## src/rtl/game_pkg.sv

```systemverilog
// Shared definitions for the round sequencer slice.
//   state_t      : FSM state encoding, also exported on the state_o debug port
//   DIGIT_W      : width of one pattern digit
//   PATTERN_W    : width of the full pattern
//   MAX_LEVEL_C  : number of digits in the pattern, which is also the highest level
package game_pkg;

  localparam int DIGIT_W     = 4;
  localparam int PATTERN_W   = 28;
  localparam int MAX_LEVEL_C = PATTERN_W / DIGIT_W;

  typedef enum logic [2:0] {
    S_IDLE  = 3'd0,
    S_LOAD  = 3'd1,
    S_SHOW  = 3'd2,
    S_ENTRY = 3'd3,
    S_CHECK = 3'd4,
    S_WIN   = 3'd5,
    S_LOSE  = 3'd6,
    S_DONE  = 3'd7
  } state_t;

endpackage

```

## src/rtl/dwell_timer.sv

```systemverilog
// Loadable down-counter with an expire flag.
//   clock    : rising-edge clock
//   rst      : asynchronous active-low reset
//   load     : load load_val this cycle (wins over counting)
//   load_val : value to load; the flag rises load_val+1 cycles after the load cycle
//   expired  : high while the count is zero
// A load of N-1 therefore gives exactly N cycles before the owner sees expired.
module dwell_timer #(
  parameter int W = 32
) (
  input  logic         clock,
  input  logic         rst,
  input  logic         load,
  input  logic [W-1:0] load_val,
  output logic         expired
);

  logic [W-1:0] count_q;

  // NOTE: sequential state uses non-blocking assignments so every flop samples
  // pre-edge values regardless of process ordering.
  always_ff @(posedge clock or negedge rst) begin
    if (!rst) begin
      count_q <= '0;
    end else if (load) begin
      count_q <= load_val;
    end else if (count_q != '0) begin
      count_q <= count_q - 1'b1;
    end
  end

  assign expired = (count_q == '0);

endmodule

```

## src/rtl/round_sequencer.sv

```systemverilog
// Round sequencer for a pattern-memory game: requests a pattern, displays it
// digit by digit, collects the player's answer digits, then acts on the verdict.
//   clock, rst      : rising-edge clock, asynchronous active-low reset
//   auth_bit        : player authenticated (level); dropping it aborts the round
//   logout          : logout request (level); aborts the round
//   start_btn       : one-cycle pulse, starts a round from IDLE/LOSE/DONE
//   punch_button    : one-cycle pulse, commits one answer digit in ENTRY
//   time_stop       : external timer expired; loses the round in SHOW/ENTRY
//   cmp_win/loose   : verdict from the comparison datapath, sampled in CHECK
//   rng_button      : one-cycle pulse requesting a new pattern (LOAD)
//   reg_enable2     : answer shift register enable (ENTRY)
//   level_num       : current level, 1..MAX_LEVEL
//   levelupdated    : one-cycle pulse, coincident with the new level_num value
//   show_valid/idx  : pattern digit display strobe and digit index
//   game_over       : held in LOSE and DONE
//   state_o         : FSM state for debug
// Optional feature: define ROUND_TIMEOUT_EN to lose the round after
// TIMEOUT_CYCLES cycles in ENTRY without a punch. The dwell timer is shared
// between the SHOW digit dwell and this timeout.
module round_sequencer
  import game_pkg::*;
#(
  parameter int SHOW_CYCLES    = 50_000_000,
  parameter int MAX_LEVEL      = MAX_LEVEL_C,
  parameter int TIMEOUT_CYCLES = 500_000_000
) (
  input  logic       clock,
  input  logic       rst,
  input  logic       auth_bit,
  input  logic       logout,
  input  logic       start_btn,
  input  logic       punch_button,
  input  logic       time_stop,
  input  logic       cmp_win,
  input  logic       cmp_loose,
  output logic       rng_button,
  output logic       reg_enable2,
  output logic [3:0] level_num,
  output logic       levelupdated,
  output logic       show_valid,
  output logic [2:0] show_idx,
  output logic       game_over,
  output logic [2:0] state_o
);

  // Timer sized for the longer of the two dwell uses.
  localparam int DWELL_MAX = (SHOW_CYCLES > TIMEOUT_CYCLES) ? SHOW_CYCLES : TIMEOUT_CYCLES;
  localparam int TW        = $clog2(DWELL_MAX + 1);

  state_t     state_q, next_state;
  logic [3:0] level_q, next_level;
  logic [2:0] idx_q, next_idx;
  logic [2:0] punch_cnt_q;
  logic       levelupdated_q, lvl_up;
  logic       tmr_load, tmr_expired;
  logic [TW-1:0] tmr_val;
  logic       punch_done, last_digit, abort;

  dwell_timer #(.W(TW)) u_dwell (
    .clock    (clock),
    .rst      (rst),
    .load     (tmr_load),
    .load_val (tmr_val),
    .expired  (tmr_expired)
  );

  // The punch being accepted this cycle completes the answer.
  assign punch_done = (({1'b0, punch_cnt_q} + 4'd1) == level_q);
  assign last_digit = ({1'b0, idx_q} == (level_q - 4'd1));
  assign abort      = (state_q != S_IDLE) && (logout || !auth_bit);

  // NOTE: every signal written here gets a default first, so no path through
  // the case can leave one unassigned and infer a latch.
  always_comb begin
    next_state = state_q;
    next_level = level_q;
    next_idx   = idx_q;
    tmr_load   = 1'b0;
    tmr_val    = TW'(SHOW_CYCLES - 1);
    lvl_up     = 1'b0;

    case (state_q)
      S_IDLE: if (start_btn && auth_bit) next_state = S_LOAD;

      S_LOAD: begin
        next_state = S_SHOW;
        next_idx   = '0;
        tmr_load   = 1'b1;
      end

      S_SHOW: begin
        if (tmr_expired) begin
          if (last_digit) begin
            next_state = S_ENTRY;
`ifdef ROUND_TIMEOUT_EN
            tmr_load = 1'b1;
            tmr_val  = TW'(TIMEOUT_CYCLES - 1);
`endif
          end else begin
            next_idx = idx_q + 3'd1;
            tmr_load = 1'b1;
          end
        end
      end

      S_ENTRY: begin
        if (punch_button && punch_done) next_state = S_CHECK;
`ifdef ROUND_TIMEOUT_EN
        // Each accepted punch restarts the inactivity window.
        if (punch_button) begin
          tmr_load = 1'b1;
          tmr_val  = TW'(TIMEOUT_CYCLES - 1);
        end else if (tmr_expired) begin
          next_state = S_LOSE;
        end
`endif
      end

      // A simultaneous win and loose verdict counts as a loss.
      S_CHECK: begin
        if (cmp_loose)    next_state = S_LOSE;
        else if (cmp_win) next_state = S_WIN;
      end

      S_WIN: begin
        if (level_q < 4'(MAX_LEVEL)) begin
          next_level = level_q + 4'd1;
          lvl_up     = 1'b1;
          next_state = S_LOAD;
        end else begin
          next_state = S_DONE;
        end
      end

      S_LOSE, S_DONE: begin
        if (start_btn && auth_bit) begin
          next_level = 4'd1;
          next_state = S_LOAD;
        end
      end
    endcase

    if ((state_q == S_SHOW || state_q == S_ENTRY) && time_stop) next_state = S_LOSE;

    // Logout / de-authentication overrides everything else.
    if (abort) begin
      next_state = S_IDLE;
      next_level = 4'd1;
      lvl_up     = 1'b0;
    end
  end

  always_ff @(posedge clock or negedge rst) begin
    if (!rst) begin
      state_q        <= S_IDLE;
      level_q        <= 4'd1;
      idx_q          <= '0;
      punch_cnt_q    <= '0;
      levelupdated_q <= 1'b0;
    end else begin
      state_q        <= next_state;
      level_q        <= next_level;
      idx_q          <= next_idx;
      levelupdated_q <= lvl_up;
      // Held at zero outside ENTRY, so it is clear on every entry and stray
      // punches elsewhere never count.
      if (state_q != S_ENTRY)  punch_cnt_q <= '0;
      else if (punch_button)   punch_cnt_q <= punch_cnt_q + 3'd1;
    end
  end

  assign rng_button   = (state_q == S_LOAD);
  assign reg_enable2  = (state_q == S_ENTRY);
  assign show_valid   = (state_q == S_SHOW);
  assign show_idx     = show_valid ? idx_q : 3'd0;
  assign game_over    = (state_q == S_LOSE) || (state_q == S_DONE);
  assign level_num    = level_q;
  assign levelupdated = levelupdated_q;
  assign state_o      = state_q;

endmodule

```

## config.mk

```make
export PLATFORM = sky130hd
export DESIGN_NAME = round_sequencer
export DESIGN_NICKNAME = d
export VERILOG_FILES = /design/src/rtl/game_pkg.sv /design/src/rtl/dwell_timer.sv /design/src/rtl/round_sequencer.sv
export SDC_FILE = /design/constraint.sdc
export NUM_CORES = 1
export LEC_CHECK = 0
export CORE_MARGIN = 5
export CORE_UTILIZATION = 63
export DETAILED_ROUTE_END_ITERATION = 6
export DONT_BUFFER_PORTS = 1
export GPL_ROUTABILITY_DRIVEN = 0
export PLACE_DENSITY = 0.82
export SLEW_MARGIN = 20
export SYNTH_ARGS = -nofsm -noshare
export SYNTH_HDL_FRONTEND = slang
export SYNTH_SLANG_ARGS = --single-unit
export TNS_END_PERCENT = 1
```

## constraint.sdc

```tcl
create_clock -name clock -period 3.6 [get_ports clock]
set_input_delay 0.18 -clock clock [delete_from_list [all_inputs] [get_ports clock]]
set_output_delay 0.18 -clock clock [all_outputs]
set_load 0.05 [all_outputs]
```

== After elaboration in Yosys (flattened, before gate mapping) ==
Index checks and enable logic that the tools add are counted.
Widths: inputs -> output; s select.

* Register bits after elaboration: 43
* Word-level logic and storage cells: 81
* Bits of input ports: 9

* Equality and inequality tests: 19
* $lt $le $gt $ge: 1
* Add/sub/neg operators: 6
* Reduce and logical (&&, ||, !) cells: 21
* Multiplexer cells: 28

{| class="wikitable"
|+ Operators by type and width
! cell !! number
|-
| $mux 29 || 2
|-
| $mux 3 || 14
|-
| $logic_not 29->1 || 1
|-
| $reduce_bool 29->1 || 1
|-
| $sub 29x1->29 const B || 1
|-
| $pmux 3 s6 || 1
|-
| $ne 4x1->1 const B || 4
|-
| $eq 3x3->1 const B || 4
|-
| $mux 4 || 3
|-
| $pmux 4 s2 || 1
|-
| $add 3x1->3 const B || 2
|-
| $eq 3x2->1 const B || 2
|-
| $ne 3x3->1 const B || 2
|-
| $pmux 3 s2 || 1
|-
| $reduce_and 3->1 || 2
|-
| $reduce_bool 2->1 || 3
|-
| $reduce_bool 3->1 || 2
|-
| $mux 1 || 5
|-
| $ne 5x5->1 const B || 1
|-
| $reduce_and 5->1 || 1
|-
| $add 3x1->4 const B || 1
|-
| $add 4x1->4 const B || 1
|-
| $eq 3x4->1 || 1
|-
| $eq 4x4->1 || 1
|-
| other kinds (13) || 18
|}

== Depth between registers and ports, before layout ==
Gate-level depths: netlist of run 1.

* Word-level depth: 7
* Mapped depth: 9
* Gate-level depth less buffers: 8

== By module ==
From an unflattened synthesis of run 1, not the netlist that was laid out.

* Cell total of the unflattened synthesis: 317
* Area, all modules: 2829.0 sq um

{| class="wikitable"
|+ Modules (own cells, without submodules)
! module !! area an instance (sq um) !! cells each !! instances
|-
| dwell_timer || 1762.9 || 200 || 1
|-
| round_sequencer || 1066.0 || 117 || 1
|}

== Worst setup path before layout of run 1 ==
No wires, ideal clock.

* Path type: register -> register
* Start: reg state_q[1] (netlist: state_o[1])
* End: reg u_dwell.count_q[10]
* Path buffers: 1
* Path slack: 417 ps
* Arrival: 3051 ps
* Cell stages (with the launch flop): 8
* Clock period less this slack: 3183 ps
* Path through: dfrtp_1 -> inv_1 -> nor3_1 -> o211a_1 -> nand2_1 -> nand2_1 -> clkbuf_1 -> nor2_1

* Word-level cells in the longest chain between the ends: 3

{| class="wikitable"
|+ Ends and longest elaborated chain
! what !! RTL line !! RTL
|-
| start, declared || round_sequencer.sv:50 || <nowiki>state_t state_q, next_state;</nowiki>
|-
| start signal, assigned || round_sequencer.sv:161 || <nowiki>state_q <= next_state;</nowiki>
|-
| $eq 3x2->1 (*) || -- ||
|-
| net show_valid || round_sequencer.sv:40 || <nowiki>output logic show_valid,</nowiki>
|-
| $pmux 1 s2 (*) || round_sequencer.sv:82 || <nowiki>case (state_q)</nowiki>
|-
| $mux 29 or $reduce_bool 2->1 (tied branches) || -- ||
|-
| end signal, assigned || dwell_timer.sv:26 || <nowiki>count_q <= load_val;</nowiki>
|-
| end signal, assigned || dwell_timer.sv:28 || <nowiki>count_q <= count_q - 1'b1;</nowiki>
|-
| end, declared || dwell_timer.sv:18 || <nowiki>logic [W-1:0] count_q;</nowiki>
|}

The timed path passes the listed nets; every way through them passes the cells marked *.
A chain may end at the register's enable or synchronous reset.

== Final worst setup path of run 1 ==
* Start: reg u_dwell.count_q[6]
* End: reg state_q[1] (netlist: state_o[1])

* Word-level cells in the longest chain between the ends: 3

{| class="wikitable"
|+ Ends and longest elaborated chain
! what !! RTL line !! RTL
|-
| $logic_not 29->1 || dwell_timer.sv:32 || <nowiki>assign expired = (count_q == '0);</nowiki>
|-
| $ne 4x1->1 (no line) || -- ||
|-
| $reduce_and 5->1 (no line) || -- ||
|}

Every way passes these cells.

==> results of run 1 <==
path summary, 6_finish.rpt:
| path | from | endpoint | slack, ps | cells past startpoint |
|---|---|---|---|---|
| max reg2reg | u_dwell.count_q[6] | state_o[1] | 650 | 6 |
| min in group asynchronous | rst | levelupdated | 340 | 2 |
| min | punch_button | punch_cnt_q[0] | 70 | 2 |
| min reg2reg | u_dwell.count_q[13] | u_dwell.count_q[13] | 540 | 2 |
| max in group asynchronous | rst | level_num[0] | 3010 | 2 |
| max | u_dwell.count_q[6] | state_o[1] | 650 | 6 |
where the power goes:
part | internal [mW] | switching (mW) | total (mW)
Combinational | 0.157 | 0.314 | 0.472
Clock | 0.135 | 0.168 | 0.303
Sequential | 0.520 | 0.0920 | 0.612
Total | 0.812 | 0.575 | 1.39
synth_stat cells, types with 2 or more instances:
master    instances  area (µm²)
o211ai_1          2        15.0
or3_1             2        12.5
or4b_1            2        20.0
nor2_1           30         113
nor2b_1           2        12.5
o31ai_1           2        15.0
xor2_1           11        96.3
mux2_2            2        22.5
xnor2_1          20         175
or4_1             3        22.5
nand3b_1          2        15.0
nor4_1           11        68.8
o21ai_0          10        50.1
nand2b_1          2        12.5
inv_1             9        33.8
a21oi_1          13        65.1
nor4b_1           2        17.5
and2_1            3        18.8
o41ai_1           2        17.5
nor3_1            8        40.0
nand2_1          34         128
dfrtp_1          42        1050
nand3_1           7        35.0
mux2i_1           3        30.0
or2_2             2        12.5
clkbuf_1          6        22.5
nand4_1           2        12.5
ha_1              6        75.1
nor3b_1           2        15.0
sequential cells by signal, indices dropped and copies added, names as in the netlist:
name and flops:
state_o 3, u_dwell.count_q 29, idx_q 3, punch_cnt_q 3, levelupdated 1, level_num 4
per-layer routing:
| metal | vias to the layer above | wire length, µm | track usage [%] |
|---|---|---|---|
| li1 | 925 | - | - |
| met2 | 30 | 2510 | 34.9 |
| met1 | 936 | 2320 | 28.7 |
| met4 | 0 | 61 | 7.10 |
| met3 | 10 | 161 | 5.12 |
| met5 | - | 0 | 0 |
through the flow:
stage | total power [mW] | hold slack, ps | instance area, µm² | std cells
floorplan | 0.971 | -116 | 2430 | 263
global placement | 1.07 | -115 | 2490 | 307
detailed placement | 1.08 | -115 | 2490 | 307
CTS | 1.40 | 60.8 | 2610 | 317
global route | 1.48 | 53.3 | 2610 | 317
finish | 1.39 | 67.4 | 2610 | 317
what timing repair did:
item,CTS,global route
hold buffers,2,0
endpoints found under the setup margin,0,0
hold endpoints to repair,43,0
critical path, cell delays in order, from the launching register on:
cell,delay (ps)
dfrtp_1,410
or4_1,630
or4b_1,620
or2_4,310
and2_4,160
o31ai_1,320
mux2_2,380
cells by family after synthesis:
family	synth area share, %
AND/OR/NAND/NOR	24.9
flip-flops	44.4
adder cells (fa/ha/maj)	3.09
AO/OA/AOI/OAI	10.7
multiplexers	2.16
buffers and inverters	2.73
XOR/XNOR	12.1
area by class of cell:
class	instances	share of cell area (%)
clock buffers	5	2.64
flip-flops and latches	43	41.3
well taps	48	2.30
inverters	9	1.29
multi-input cells	203	49.4
repair buffers	6	2.30
clock inverters	3	0.767
==> out/qor.yml, run 1 <==
status: "finished clean"
rsz0062_at_grt: "no"
antenna_found_initial: 0
synth_edf_count: 0
clock_sinks: 43
pwr_density_cell_nw_per_um2: 531
irDropWorstVdd_uv: 305
finalSetupViolCount: 0
clk_pin_slew_ps: 80
track_usage_pct: 21.6
via_per_inst: 6.00
syn-num-nets: 278
cts_buffers: 5
synth.distinct_cells: 50
totalWireLength_um: 5050
start_kind: "flop"
die_h_um: 72.1
synthesis.area_um2: 2430
tightest_slew_ps: 791
root_buffer: "clkbuf_8"
required_ps: 3790
yosysSeqAreaShare_pct: 44.4
cts_resized: 0
grt_pass1_vias: 1956
ys.flop_type: "dfrtp_1"
layout.cells.most_common: "dfrtp_1"
overflow: 0
fmax_mhz: 340
yosysWarnings: 0
initialDrtViolationCount: 163
drv_slew: 0
report.final.hold_viol_count: 0
crit_fanout: 6
skew_ps: 9.61
row_count: 22
antenna_cells: 0
cts_buffer_depth: 2
fin_crit_ps: 2950
worstSetupPathType: "flop to flop"
drc: 0
leakage_nw: 1.01
clk_latency_ps: 300
grt_max_degree: 44
htree_levels: 2
grt_first_pass_wirelength_um: 8910
period_share_pct: 81.8
syn_to_final_growth_pct: 7.47
seq_area_um2: 1080
async_flop_share_pct: 100
postRouteAntennaNets: 0
fill_cells: 298
die_x_um: 72.1
ys_seq_elements: 43
cap_violations: 0
core_um2: 3690
wire_per_inst_um: 15.9
drt_first_pass_iters: 4
mostFrequentLayoutCells: "dfrtp_1 (42), nand2_1 (34), nor2_1 (30), xnor2_1 (20), a21oi_1 (13)"
die_area_um2: 5200
min_path_type: "input port to flop"
slew_headroom_pct: 47.2
finalWorstSetupSlack_ps: 654
synthCells: 263
final_nets: 283
synth_area_per_cell_um2: 9.23
pin_count: 24
portBuffers: 0
post-route-util_pct: 70.8
cts_setup_buffers: 0
dp_hpwl_um: 3660
critPathArrivalTime_ps: 3130
start_util_pct: 65.8
cts_tree: "built"
end_kind: "flop"
pre_cts_ws_ps: 656
drive_above_1_share_pct: 9.29
multiInputGateArea_um2: 1290
tns_ps: 0
vias: 1901
Power figures use the tool's default switching activity.
==> run 2: changes to the inputs <==
--- a/config.mk
+++ b/config.mk
@@ -5,12 +5,13 @@
 export SDC_FILE = /design/constraint.sdc
 export NUM_CORES = 1
 export LEC_CHECK = 0
+export ABC_AREA = 1
 export CORE_MARGIN = 5
-export CORE_UTILIZATION = 63
+export CORE_UTILIZATION = 57
 export DETAILED_ROUTE_END_ITERATION = 6
 export DONT_BUFFER_PORTS = 1
 export GPL_ROUTABILITY_DRIVEN = 0
-export PLACE_DENSITY = 0.82
+export PLACE_DENSITY = 0.78
 export SLEW_MARGIN = 20
 export SYNTH_ARGS = -nofsm -noshare
 export SYNTH_HDL_FRONTEND = slang
==> constraint.sdc (replaced) <==
create_clock -name clock -period 2.6 [get_ports clock]
set_input_delay 0.13 -clock clock [delete_from_list [all_inputs] [get_ports clock]]
set_output_delay 0.13 -clock clock [all_outputs]
set_load 0.05 [all_outputs]
==> run 2 against run 1 <==
Design area grew 19%. Critical endpoint is now idx_q[2]. Utilization shrank 5.4 points. Register-to-register slack lost 310 ps. Wire length grew 33%. Fmax grew 30%. Hold slack lost 20 ps. Die area grew 24%. Critical path depth grew 6. Final cell count grew 51%. Combinational power grew 130%. Clock skew shrank 4.1 ps.
==> out/qor.yml, run 2 <==
leakage_nw: 1.48  # +45%
largest_reg_flops: 29  # unchanged
drv_slew: 0  # unchanged
core_um2: 4750  # +29%
hold_path_depth: 3  # +1
cap_violations: 0  # unchanged
yosysSeqAreaShare_pct: 38.1  # -6.2 points
pwr-share-clk_pct: 20.8  # -1.1 points
min_path_type: "input port to flop"
cts_buffers: 5  # unchanged
synthesis.area_um2: 2830  # +16%
cts_resized: 0  # unchanged
synth_area_per_cell_um2: 7.17  # -22%
drt_first_pass_iters: 4  # unchanged
required_ps: 2790  # -1000 ps
slowest_stage: "dfstp_2"
dp_hpwl_um: 5080  # +39%
pre_cts_ws_ps: 339  # -318 ps
cts_setup_buffers: 0  # unchanged
start_kind: "flop"
fill_cells: 440  # +48%
fin_crit_ps: 2260  # -686 ps
portBuffers: 0  # unchanged
synth.distinct_cells: 32  # -36%
critical_path.cell_chain: "inv_2 -> ha_1 -> nand2_1 -> inv_1 -> nor2_1 -> nand3_1 -> nor2_2 -> nand2_1 -> nand3_4 -> clkinv_2 -> nand2_1 -> nand2_1"
finalPower_mw: 2.42  # +74%
power.switching_mw: 1.10  # +91%
initialDrtViolationCount: 183  # +12%
antenna_found_initial: 0  # unchanged
finalSetupViolCount: 0  # unchanged
wire_per_inst_um: 14.0  # -12%
yosysWarnings: 0  # unchanged
htree_levels: 2  # unchanged
skew_ps: 5.51  # -4.10 ps
die_x_um: 80.4  # +12%
track_usage_pct: 22.8  # +1.1 points
largest_register: "u_dwell.count_q"
ys_seq_elements: 43  # unchanged
final_nets: 427  # +51%
cts_buffer_depth: 2  # unchanged
drc: 0  # unchanged
synth_edf_count: 0  # unchanged
status: "finished clean"
power_frac_seq_pct: 34.5  # -9.6 points
pwr_density_cell_nw_per_um2: 779  # +46%
drive_above_1_share_pct: 13.6  # +4.3 points
critPathArrivalTime_ps: 2450  # -680 ps
post-route-util_pct: 65.3  # -5.4 points
end_kind: "flop"
row_count: 25  # +14%
start_util_pct: 59.4  # -6.4 points
worstSetupPathType: "flop to flop"
hold_buffers: 3  # +1
via_per_inst: 5.42  # -9.6%
pin_count: 24  # unchanged
synth.area.top_cells: "dfrtp_1 (37%), nand2_1 (13%), nor2_1 (7.7%), nand3_1 (7.1%), inv_1 (6.1%)"
async_flop_share_pct: 100  # unchanged
clk_latency_ps: 300  # about the same
path_buf_inv: 3  # +3
slew_headroom_pct: 59.2  # +12 points
die_h_um: 80.4  # +12%
mostFrequentLayoutCells: "nand2_1 (95), nor2_1 (58), inv_1 (46), dfrtp_1 (42), nand3_1 (40)"
synth_top_area_share_pct: 37.2  # -6.1 points
critPathMostFrequentCell: "nand2_1"
die_area_um2: 6460  # +24%
syn_to_final_growth_pct: 9.96
finalWorstSetupSlack_ps: 340  # -314 ps
synth_most_common_cell: "nand2_1"
switching_share_pct: 45.5  # +4.0 points
period_share_pct: 86.9  # +5.1 points
tightest_slew_ps: 607  # -185 ps
critPathMaxStageDelay_ps: 550  # -80 ps
r2r_cells: 12  # +6
antenna_cells: 0  # unchanged
totalWireLength_um: 6710  # +33%
cts_tree: "built"
grt_pass1_vias: 2556  # +31%
clk_pin_slew_ps: 80  # about the same
critPathTopFamily: "simple AND/OR/NAND/NOR gates"
crit_fanout: 27  # +21
ys.flop_type: "dfrtp_1"
synth_common_cells: "nand2_1 (95), nor2_1 (58), inv_1 (46), dfrtp_1 (42), nand3_1 (40)"
vias: 2598  # +37%
clock_sinks: 43  # unchanged
fmax_mhz: 443  # +30%
layout.cells.most_common: "nand2_1"
irDropWorstVdd_uv: 526  # +73%
p_int_mw: 1.32  # +62%
postRouteAntennaNets: 0  # unchanged
grt_max_degree: 44  # unchanged
tns_ps: 0  # unchanged
synth_top_area_cell: "dfrtp_1"
overflow: 0  # unchanged
root_buffer: "clkbuf_8"
worstSetupPathDepth: 12  # +6
synthCells: 394  # +50%
grt_first_pass_wirelength_um: 11400  # +28%
p_comb_share_pct: 44.7  # +11 points
report.final.hold_viol_count: 0  # unchanged
syn-num-nets: 409  # +47%
rsz0062_at_grt: "no"
[run 2: cell count changes after synthesis, moves of 7 or more]
cell	delta
inv_2	+9
o211ai_1	+7
nor3_2	+8
nor2_1	+28
nand2_1	+61
xnor2_1	-15
nor4_1	-8
nor2_2	+9
inv_1	+37
nand3_1	+33
o21ai_1	+8
[run 2: worst min-delay path: stages]
cell and delay, ps:
nand3_1 60, o211ai_1 80, inv_1 40
[run 2: layer usage]
layer  track usage (%)  share of wire [%]  up-vias
li1                  -                  -     1300
met1              26.2                 41     1211
met2              39.8                 50       69
met3              5.49                5.9       18
met4              10.1                3.4        0
met5                 0                  0        -
[run 2: cell families after synthesis]
kind of cell,count (synthesis),share of synthesized area [%]
flip-flops,43,38.1
adder cells (fa/ha/maj),6,2.66
AND/OR/NAND/NOR,239,39.6
buffers and inverters,60,8.59
AO/OA/AOI/OAI,31,6.33
XOR/XNOR,15,4.65
[run 2: area by class of cell]
type,instances,area (µm²),area share (%)
clock buffer,6,72.6,2.34
inverter,57,215,6.93
clock inverter,1,30.0,0.967
sequential,43,1080,34.7
tap,67,83.8,2.70
multi-input combinational,291,1510,48.4
timing repair buffer,14,123,3.95
[run 2: through the flow]
stage	hold slack, ps	std cells	instance area (µm²)
final	47.7	479	3110
after detailed placement	-164	469	2960
after global placement	-164	469	2960
after CTS	49.5	479	3110
after global routing	52.8	479	3110
after floorplan	-166	394	2830
[run 2: power by group through the flow]
stage               Sequential [mW]  Combinational (mW)  Clock (mW)
floorplan                     0.961               0.750           0
global placement              0.840                1.03           0
detailed placement            0.843                1.06           0
CTS                           0.831                1.09       0.504
global route                  0.843                1.21       0.543
finish                        0.833                1.08       0.503
[run 2: worst paths after layout]
path	slack [ps]	from	to
setup / recovery	340	level_num[0]	idx_q[2]
hold / removal	50	punch_button	punch_cnt_q[2]
setup reg to reg	340	level_num[0]	idx_q[2]
hold reg to reg	530	u_dwell.count_q[25]	u_dwell.count_q[25]
max in group asynchronous	2040	rst	level_num[0]
min in group asynchronous	300	rst	u_dwell.count_q[0]
